**config.mk**
```make
export PLATFORM = sky130hd
export DESIGN_NAME = bullet_scheduler
export DESIGN_NICKNAME = d
export VERILOG_FILES = /design/src/rtl/bullet_scheduler.sv
export SDC_FILE = /design/constraint.sdc
export NUM_CORES = 1
export LEC_CHECK = 0
export ABC_AREA = 1
export BUFFER_PORTS_ARGS = -buffer_cell sky130_fd_sc_hd__buf_4
export CORE_MARGIN = 1
export CORE_UTILIZATION = 60
export CTS_CLUSTER_SIZE = 25
export DETAILED_ROUTE_END_ITERATION = 12
export GPL_TIMING_DRIVEN = 0
export PLACE_DENSITY = 0.86
export SLEW_MARGIN = 10
export SYNTH_ARGS = -nofsm -noshare
export SYNTH_HDL_FRONTEND = slang
export SYNTH_SLANG_ARGS = --single-unit
```
**constraint.sdc**
```tcl
create_clock -name clock -period 6.2 [get_ports clock]
set_input_delay 0.31 -clock clock [delete_from_list [all_inputs] [get_ports clock]]
set_output_delay 0.31 -clock clock [all_outputs]
set_load 0.005 [all_outputs]
```
**src/rtl/bullet_scheduler.sv**
```systemverilog
// Bullet pool for the player ship: latches fire requests, spawns bullets at the ship nose,
// moves live bullets upward once per movement tick and renders their pixels.
module bullet_scheduler #(
  parameter int          NUM_BULLETS  = 4,
  parameter int          TICK_BITS    = 19,
  parameter int          SPEED        = 4,
  parameter int          COOLDOWN     = 8,
  parameter int          SHIP_SIZE    = 64,
  parameter int          BULLET_W     = 4,
  parameter int          BULLET_H     = 8,
  parameter logic [23:0] BULLET_COLOR = 24'hFFFF00
) (
  input  logic                   clock,
  input  logic                   reset,
  input  logic                   fire,
  input  logic [11:0]            ship_hor_pos,
  input  logic [10:0]            ship_ver_pos,
  input  logic [11:0]            display_col,
  input  logic [10:0]            display_row,
  output logic [24:0]            bullet_color,
  output logic [NUM_BULLETS-1:0] active_mask,
  output logic                   busy,
  output logic                   fire_dropped
);

  localparam int IDX_W = (NUM_BULLETS > 1) ? $clog2(NUM_BULLETS) : 1;
  localparam int CD_W  = (COOLDOWN > 0) ? $clog2(COOLDOWN + 1) : 1;

  typedef enum logic [1:0] {IDLE, UPDATE, SPAWN} state_t;

  state_t                 state, state_next;
  logic [TICK_BITS:0]     tick_count;
  logic                   tick;
  logic                   fire_prev;
  logic                   fire_pending;
  logic [CD_W-1:0]        cooldown;
  logic [IDX_W-1:0]       idx;
  logic [NUM_BULLETS-1:0] live;
  logic [11:0]            pos_x [NUM_BULLETS];
  logic [10:0]            pos_y [NUM_BULLETS];
  logic                   free_found;
  logic [IDX_W-1:0]       free_idx;
  logic                   spawn_try;
  logic                   do_spawn;
  logic                   do_drop;
  logic [11:0]            spawn_x;
  logic [10:0]            spawn_y;
  logic                   hit;

  always_ff @(posedge clock or posedge reset) begin
    if (reset) begin
      tick_count <= '0;
      tick       <= 1'b0;
    end else if (tick_count[TICK_BITS]) begin
      tick_count <= '0;
      tick       <= 1'b1;
    end else begin
      tick_count <= tick_count + 1'b1;
      tick       <= 1'b0;
    end
  end

  always_ff @(posedge clock or posedge reset) begin
    if (reset) state <= IDLE;
    else       state <= state_next;
  end

  // A tick seen outside IDLE is simply dropped by this transition table.
  always_comb begin
    state_next = state;
    case (state)
      IDLE:    if (tick) state_next = UPDATE;
      UPDATE:  if (idx == IDX_W'(NUM_BULLETS - 1)) state_next = SPAWN;
      SPAWN:   state_next = IDLE;
      default: state_next = IDLE;
    endcase
  end

  always_comb begin
    free_found = 1'b0;
    free_idx   = '0;
    for (int i = NUM_BULLETS - 1; i >= 0; i--) begin
      if (!live[i]) begin
        free_found = 1'b1;
        free_idx   = IDX_W'(i);
      end
    end
  end

  assign spawn_try = (state == SPAWN) && fire_pending && (cooldown == '0);
  assign do_spawn  = spawn_try && free_found;
  assign do_drop   = spawn_try && !free_found;
  assign spawn_x   = ship_hor_pos + 12'(SHIP_SIZE / 2 - BULLET_W / 2);
  assign spawn_y   = (ship_ver_pos < 11'(BULLET_H)) ? '0 : ship_ver_pos - 11'(BULLET_H);

  always_ff @(posedge clock or posedge reset) begin
    if (reset) begin
      fire_prev    <= 1'b0;
      fire_pending <= 1'b0;
      cooldown     <= '0;
      idx          <= '0;
      fire_dropped <= 1'b0;
    end else begin
      fire_prev    <= fire;
      fire_dropped <= do_drop;
      if (spawn_try)
        fire_pending <= 1'b0;
      else if (fire && !fire_prev)
        fire_pending <= 1'b1;
      if (do_spawn)
        cooldown <= CD_W'(COOLDOWN);
      else if ((state == SPAWN) && (cooldown != '0))
        cooldown <= cooldown - 1'b1;
      if (state == UPDATE) idx <= idx + 1'b1;
      else                 idx <= '0;
    end
  end

  // Freeing only in UPDATE and allocation only in SPAWN keeps slot writes exclusive.
  always_ff @(posedge clock or posedge reset) begin
    if (reset) begin
      live <= '0;
      for (int i = 0; i < NUM_BULLETS; i++) begin
        pos_x[i] <= '0;
        pos_y[i] <= '0;
      end
    end else if (state == UPDATE) begin
      if (live[idx]) begin
        if (pos_y[idx] < 11'(SPEED)) live[idx] <= 1'b0;
        else                         pos_y[idx] <= pos_y[idx] - 11'(SPEED);
      end
    end else if (do_spawn) begin
      live[free_idx]  <= 1'b1;
      pos_x[free_idx] <= spawn_x;
      pos_y[free_idx] <= spawn_y;
    end
  end

  // Extra top bit keeps the right/bottom edge compare from wrapping near the field edge.
  always_comb begin
    hit = 1'b0;
    for (int i = 0; i < NUM_BULLETS; i++) begin
      if (live[i] &&
          ({1'b0, display_col} >= {1'b0, pos_x[i]}) &&
          ({1'b0, display_col} <= {1'b0, pos_x[i]} + 13'(BULLET_W - 1)) &&
          ({1'b0, display_row} >= {1'b0, pos_y[i]}) &&
          ({1'b0, display_row} <= {1'b0, pos_y[i]} + 12'(BULLET_H - 1)))
        hit = 1'b1;
    end
  end

  always_ff @(posedge clock or posedge reset) begin
    if (reset)    bullet_color <= '0;
    else if (hit) bullet_color <= {BULLET_COLOR, 1'b1};
    else          bullet_color <= '0;
  end

  assign active_mask = live;
  assign busy        = (state != IDLE);

endmodule

```
==> results of run 1 <==
## kinds of logic after synthesis
logic type      count (synthesis)  synth area share
simple gates                  928            0.3005
buf+inv                       281           0.09610
compound gates                234           0.09843
fa+ha+maj                     201            0.1951
flops                         129            0.2504
xor+xnor                       87           0.05911
other cells                     1         0.0002909
## how the worst min path moves through the flow
stage                          from             end  slack, ns  depth (start not counted)
global placement     tick_count[19]            tick       0.42                          0
floorplan                      fire       fire_prev       0.34                          0
detailed placement            reset  tick_count[15]       0.33                          2
global route        ship_hor_pos[1]       pos_x[13]       0.13                          2
finish              ship_hor_pos[1]       pos_x[13]        0.1                          2
CTS                 ship_hor_pos[1]       pos_x[13]       0.09                          2
## synthesized netlist by cell type (2+ instances only)
| master | count | area [um^2] |
|---|---|---|
| nand4_1 | 19 | 118.9 |
| a31oi_1 | 3 | 18.77 |
| o21ai_1 | 8 | 40.04 |
| nor4_1 | 6 | 37.54 |
| nor2_2 | 3 | 18.77 |
| o21ai_0 | 81 | 405.4 |
| nand2_2 | 7 | 43.79 |
| nand3_1 | 153 | 765.7 |
| a21oi_1 | 95 | 475.5 |
| o21a_1 | 6 | 45.04 |
| o21bai_1 | 5 | 37.54 |
| buf_4 | 28 | 210.2 |
| and3_1 | 4 | 25.02 |
| nor3b_1 | 3 | 22.52 |
| buf_2 | 5 | 25.02 |
| or2_2 | 3 | 18.77 |
| a21o_1 | 8 | 60.06 |
| buf_6 | 9 | 101.4 |
| and2_1 | 4 | 25.02 |
| o22ai_1 | 20 | 125.1 |
| dfrtp_1 | 129 | 3228 |
| xor2_1 | 79 | 691.9 |
| inv_1 | 225 | 844.6 |
| nand2_1 | 536 | 2012 |
| inv_4 | 2 | 12.51 |
| xnor2_1 | 8 | 70.07 |
| nand3b_1 | 8 | 60.06 |
| a211oi_1 | 2 | 15.01 |
| ha_1 | 201 | 2515 |
| nor3_1 | 34 | 170.2 |
| o211ai_1 | 4 | 30.03 |
| nor2_1 | 148 | 555.5 |
| clkbuf_1 | 10 | 37.54 |
## power groups by stage
stage | Combinational, uW | Sequential, uW | Clock [uW]
after floorplan | 158 | 862 | 0
after global placement | 245 | 862 | 0
after detailed placement | 260 | 862 | 0
after CTS | 264 | 847 | 1010
after global routing | 302 | 846 | 1050
final | 267 | 847 | 1010
## metrics by stage
step	setup slack, ns	utilization	hold slack, ns	cell area (um^2)
final	3.162	0.6866	0.09846	14430
after global routing	2.877	0.6866	0.1284	14430
after CTS	3.174	0.6866	0.09257	14430
after detailed placement	3.250	0.6577	0.3268	13830
after global placement	1.057	0.6562	0.4154	13790
after floorplan	2.449	-	0.3414	12920
## state kept, by name, summed over array words and instances (netlist names), 2 cells and up
register     cells
pos_y           44
tick_count      20
state            2
pos_x           48
active_mask      4
idx              2
cooldown         4
## area by class of cell
class	instances	area, um^2
Buffer	53	377.9
Clock buffer	21	460.4
Clock inverter	10	127.6
Fill cell	1711	6588
Inverter	228	865.8
Multi-Input combinational cell	1458	8449
Sequential cell	129	3228
Tap cell	275	344.1
Timing Repair Buffer	74	580.6
## critical path: cells and delay by family, from the launching register on
family	cells	cell delay, ns
fa+ha+maj	2	0.54
compound gates	1	0.22
simple gates	9	1.56
flops	1	0.35
xor+xnor	1	0.12
buf+inv	1	0.09
## routing by layer
layer  global-route usage  wire length (um)  vias to the layer above
li1                     -                 -                     6279
met1               0.4422             15490                     5894
met2               0.5416             16220                      547
met3              0.05031              2861                      107
met4               0.1222              1060                        0
met5                    0                 0                        -
## repair_timing
action                    in CTS  in global routing
setup buffers                  0                  0
hold buffers                   2                  0
hold endpoints to repair      38                  0
==> run_results.csv, run 1 <==
group,metric,value,unit
run_status,status,"complete, no violations",
pwr,p_comb_frac,0.126,
place,place_hpwl,27990,um
place,gp_congestion,0.9621,
cts,clk_pin_slew,0.06,ns
critical_path,critPathKind,"reg -> reg",
logic_synthesis,synth_ff_type,"dfrtp_1",
floorplan,dieWidth,148.6,um
timing,slew_headroom,0.6318,
cts,clkSinkCount,129,
cts,cts_resized,0,
pwr,seqPwrFrac,0.399,
floorplan,row_count,53,
critical_path,crit_path_start,"pos_x[0]",
flow_run,max_cap_violations,0,
pwr,leakagePower,0.008398,uW
route,routed_wl,35630,um
cts,root_buffer,"clkbuf_16",
final_layout,mostFrequentLayoutCell,"nand2_1",
critical_path,arrival,3.33,ns
final_layout,mostFrequentLayoutCells,"536 x nand2_1, 224 x inv_1, 201 x ha_1",
global_route,grt_usage,0.3312,
cts,cts_buffers,17,
global_route,antenna_found_initial,1,
timing,worst_pin_slew,0.5505,ns
route,num_vias,12830,
critical_path,r2r_setup_slack,3.16,ns
critical_path,crit_chain,"inv_1, ha_1, nor3_1, nand3_1, nor3_1, xor2_1, ha_1, nand3_1, nor3_1, nand2_1, a21oi_1, nor2_1, nand3_1, nand4_1",
place,dp_cells,2215,
route,wl_per_cell,15.85,um
timing,final-hold-violation-count,0,
logic_synthesis,avgSynthCellArea,6.926,um^2
route,dr.pass1.iters,7,
route,dr.first_iter.drc_count,1165,
critical_path,cp-end-kind,"register",
final_layout,final_cells,2248,
timing,finalSetupTns,0,ns
logic_synthesis,syn_inst,1861,
logic_synthesis,seq_area_frac_synth,0.2504,
timing,max_freq,0.3292,GHz
hold_path,hold_class,"in -> reg",
critical_path,r2r_cells,14,
cts,ctsHtreeMaxLevel,4,
logic_synthesis,yosysUniqueCellTypes,38,
timing,min_period,3.038,ns
final_layout,layout-drive-gt1-share,0.08109,
floorplan,initial_core_util,0.6132,
critical_path,r2r_start,"pos_x[0]",
cts,clk_latency,0.42,ns
critical_path,crit_path_top_delay_cell,"nor3_1",
global_route,grt_max_degree,93,
floorplan,fp.dieArea,22070,um^2
critical_path,slowest_delay,0.36,ns
pwr,p_switching,561.1,uW
route,drc,0,
timing,clock_skew,0.009341,ns
route,postRouteAntennaNets,0,
logic_synthesis,synth_edf_count,0,
critical_path,r2r-end,"bullet_color[23]",
global_route,first_global_vias,12110,
place,numPortBuffers,71,
cts,cts_tree,"done",
critical_path,worst-path-max-fanout,4,
final_layout,nets,2211,
pwr,power.internal,1560,uW
timing,drv_slew,0,
logic_synthesis,ys.warnings.count,0,
final_layout,syn2layout_area_growth,11.98,%
timing,grt_setup_unrepaired,"false",
timing,setup_violations,0,
pwr,powerDensity,146.9,nW/um^2
pwr,p_clk_frac,0.475,
pwr,netSwitchingFraction,0.2645,
route,vias_per_cell,5.706,
final_layout,antenna_cells,0,
pwr,irDropWorstVdd,170.6,uV
pwr,finalPower,2121,uW
global_route,overflow,0,
logic_synthesis,async_flop_share,1.000,
logic_synthesis,syn-cell-area,12890,um^2
global_route,grt_first_pass_wirelength,57660,um
floorplan,pin_count,80,
critical_path,endpoint,"bullet_color[23]",
critical_path,startpoint_type,"register",
cts,clockBufferDepth,2,
timing,fin_crit_sh,0.4900,
floorplan,die_height,148.6,um
floorplan,core,21020,um^2
critical_path,critical_path_required,6.49,ns
logic_synthesis,ys_ff_latch,129,
(Power assumes the default switching activity.)
==> inputs of run 2 (changes only) <==
Clock period 6.2 ns to 3.2 ns, I/O delays scaled along.
==> run 2 against run 1 <==
  * Die area did not move
  * Power increased by 95%
  * Sequential share of layout area shrank 0.11 points
  * Global-route usage is 0.12 points higher
  * First-iteration DRC count is 7.2% lower
  * Largest cell class unchanged
  * Final area increased by 0.50%
  * Clock-buffer cell count decreased by 2
  * Non-clock buffer count increased by 4
  * Largest power group unchanged
  * Sequential power rose by 94%
  * Clock power rose by 94%
  * Via count rose by 0.12%
==> run_results.csv, run 2 (synthesis gave the netlist of run 1 again) <==
group,metric,value,unit
cts,post_cts_buffers,0,
final_layout,syn2layout_area_growth,12.54,%
final_layout,nFillCells,1720,
cts,clk_pin_slew,0.06,ns
critical_path,crit_chain,"inv_1, ha_1, nor3_2, nand3_1, nor3_2, xor2_1, ha_1, nand3_1, nor3_2, nand2_1, a21oi_1, nor2_1, nand3_1, nand4_1",
cts,cts_tree,"done",
route,dr.pass1.iters,6,
place,dp_cells,2217,
timing,max_freq,0.3396,GHz
global_route,overflow,0,
critical_path,critical_path_required,3.49,ns
pwr,p_comb_frac,0.128,
place,numPortBuffers,71,
place,place_ws,0.1817,ns
final_layout,multi_input_area,8476,um^2
global_route,antenna_found_initial,0,
cts,cts_buffers,17,
final_layout,mostFrequentLayoutCells,"536 x nand2_1, 224 x inv_1, 201 x ha_1",
cts,clkSinkCount,129,
final_layout,largest_reg_flops,48,
timing,hold-worst-slack,0.1169,ns
critical_path,crit_path_top_delay_cell,"dfrtp_1",
pwr,netSwitchingFraction,0.2689,
route,vias_per_cell,5.705,
timing,fin_crit_sh,0.9202,
critical_path,worst-path-max-fanout,4,
critical_path,cp_top_family,"simple AND/OR/NAND/NOR gates",
final_layout,regMostFlops,"pos_x",
global_route,grt_usage,0.3324,
final_layout,layout-drive-gt1-share,0.08553,
route,postRouteAntennaNets,0,
pwr,p_clk_frac,0.475,
route,dr.first_iter.drc_count,1081,
timing,finalSetupTns,0,ns
final_layout,mostFrequentLayoutCell,"nand2_1",
place,gp_congestion,0.9871,
critical_path,cp_num_buf_inv,1,
floorplan,core,21020,um^2
timing,min_period,2.945,ns
critical_path,critPathKind,"reg -> reg",
final_layout,final_cells,2251,
global_route,grt_first_pass_wirelength,57700,um
cts,ctsHtreeMaxLevel,4,
timing,grt_setup_unrepaired,"false",
pwr,leakagePower,0.008415,uW
floorplan,row_count,53,
pwr,irDropWorstVdd,443.9,uV
final_layout,antenna_cells,0,
floorplan,initial_core_util,0.6132,
pwr,p_switching,1111,uW
global_route,first_global_vias,12110,
route,routed_wl,36030,um
timing,worst_pin_slew,0.7002,ns
timing,setup_violations,0,
run_status,status,"complete, no violations",
floorplan,dieWidth,148.6,um
critical_path,cp-end-kind,"register",
final_layout,reg_top3,"pos_x: 48 flops, pos_y: 44 flops, tick_count: 20 flops",
cts,root_buffer,"clkbuf_16",
floorplan,pin_count,80,
timing,final-hold-violation-count,0,
timing,drv_slew,0,
cts,clockBufferDepth,2,
timing,clock_skew,0.01031,ns
critical_path,arrival,3.23,ns
floorplan,die_height,148.6,um
pwr,seqPwrFrac,0.397,
hold_path,hold_class,"in -> reg",
timing,slew_headroom,0.5322,
critical_path,slowest_delay,0.35,ns
global_route,grt_max_degree,39,
flow_run,max_cap_violations,0,
pwr,powerDensity,284.9,nW/um^2
floorplan,fp.dieArea,22070,um^2
final_layout,seqCellArea,3228,um^2
route,wl_per_cell,16.01,um
route,num_vias,12840,
critical_path,startpoint_type,"register",
timing,fin_ws,0.2554,ns
pwr,power.internal,3022,uW
route,drc,0,
final_layout,nets,2215,
place,place_hpwl,28110,um
cts,clk_latency,0.42,ns
-- run 2: cell count changes in the layout (fill, tap and decap cells not counted), sizes merged --
cell / before / now
buf: 115 / 117
clkinv: 5 / 3
clkinvlp: 2 / 5
dlygate4sd3: 2 / 4
clkbuf: 31 / 29
-- run 2: path summary, 6_finish.rpt --
kind | startpoint | end | slack, ns | cells after the start
min | ship_hor_pos[3] | pos_x[15] | 0.12 | 3
max | pos_x[0] | bullet_color[23] | 0.26 | 14
min reg2reg | tick_count[19] | tick | 0.43 | 0
max in group asynchronous | reset | pos_y[36] | 1.94 | 5
max reg2reg | pos_x[0] | bullet_color[23] | 0.26 | 14
min in group asynchronous | reset | pos_x[1] | 0.40 | 3
-- run 2: per-stage QoR --
stage / cell area (um^2) / power [uW] / util
floorplan: 12920 / 1975 / -
global placement: 13800 / 2146 / 0.6563
detailed placement: 13860 / 2182 / 0.6592
CTS: 14480 / 4119 / 0.6888
global route: 14510 / 4263 / 0.6901
finish: 14510 / 4133 / 0.6901
-- run 2: power by group through the flow --
stage	sequential, uW	combinational (uW)	clock (uW)
finish	1640	529	1960
global route	1640	596	2030
CTS	1640	522	1960
detailed placement	1670	512	0
global placement	1670	476	0
floorplan	1670	306	0
-- run 2: tightest hold or removal path, stage by stage --
cell	delay, ns
buf_4	0.10
xnor2_1	0.14
o21ai_0	0.09
-- run 2: repair_timing --
action | CTS | global route
gates resized for setup | 0 | 6
hold buffers | 4 | 0
hold endpoints to repair | 29 | 0
setup endpoints to repair | 0 | 1
-- run 2: cell type report --
cell class	instances	share of cell area
inverters	228	0.05960
repair buffers	78	0.04364
flip-flops and latches	129	0.2225
multi-input cells	1458	0.5843
well taps	275	0.02372
clock inverters	11	0.008970
clock buffers	19	0.03122
plain buffers	53	0.02605
-- run 2: metal layers --
| layer | up-vias | share of wire | GRT usage |
|---|---|---|---|
| li1 | 6273 | - | - |
| met1 | 5880 | 0.43 | 0.4464 |
| met2 | 596 | 0.46 | 0.5381 |
| met3 | 94 | 0.087 | 0.05031 |
| met4 | 0 | 0.028 | 0.1273 |
| met5 | - | 0 | 0 |
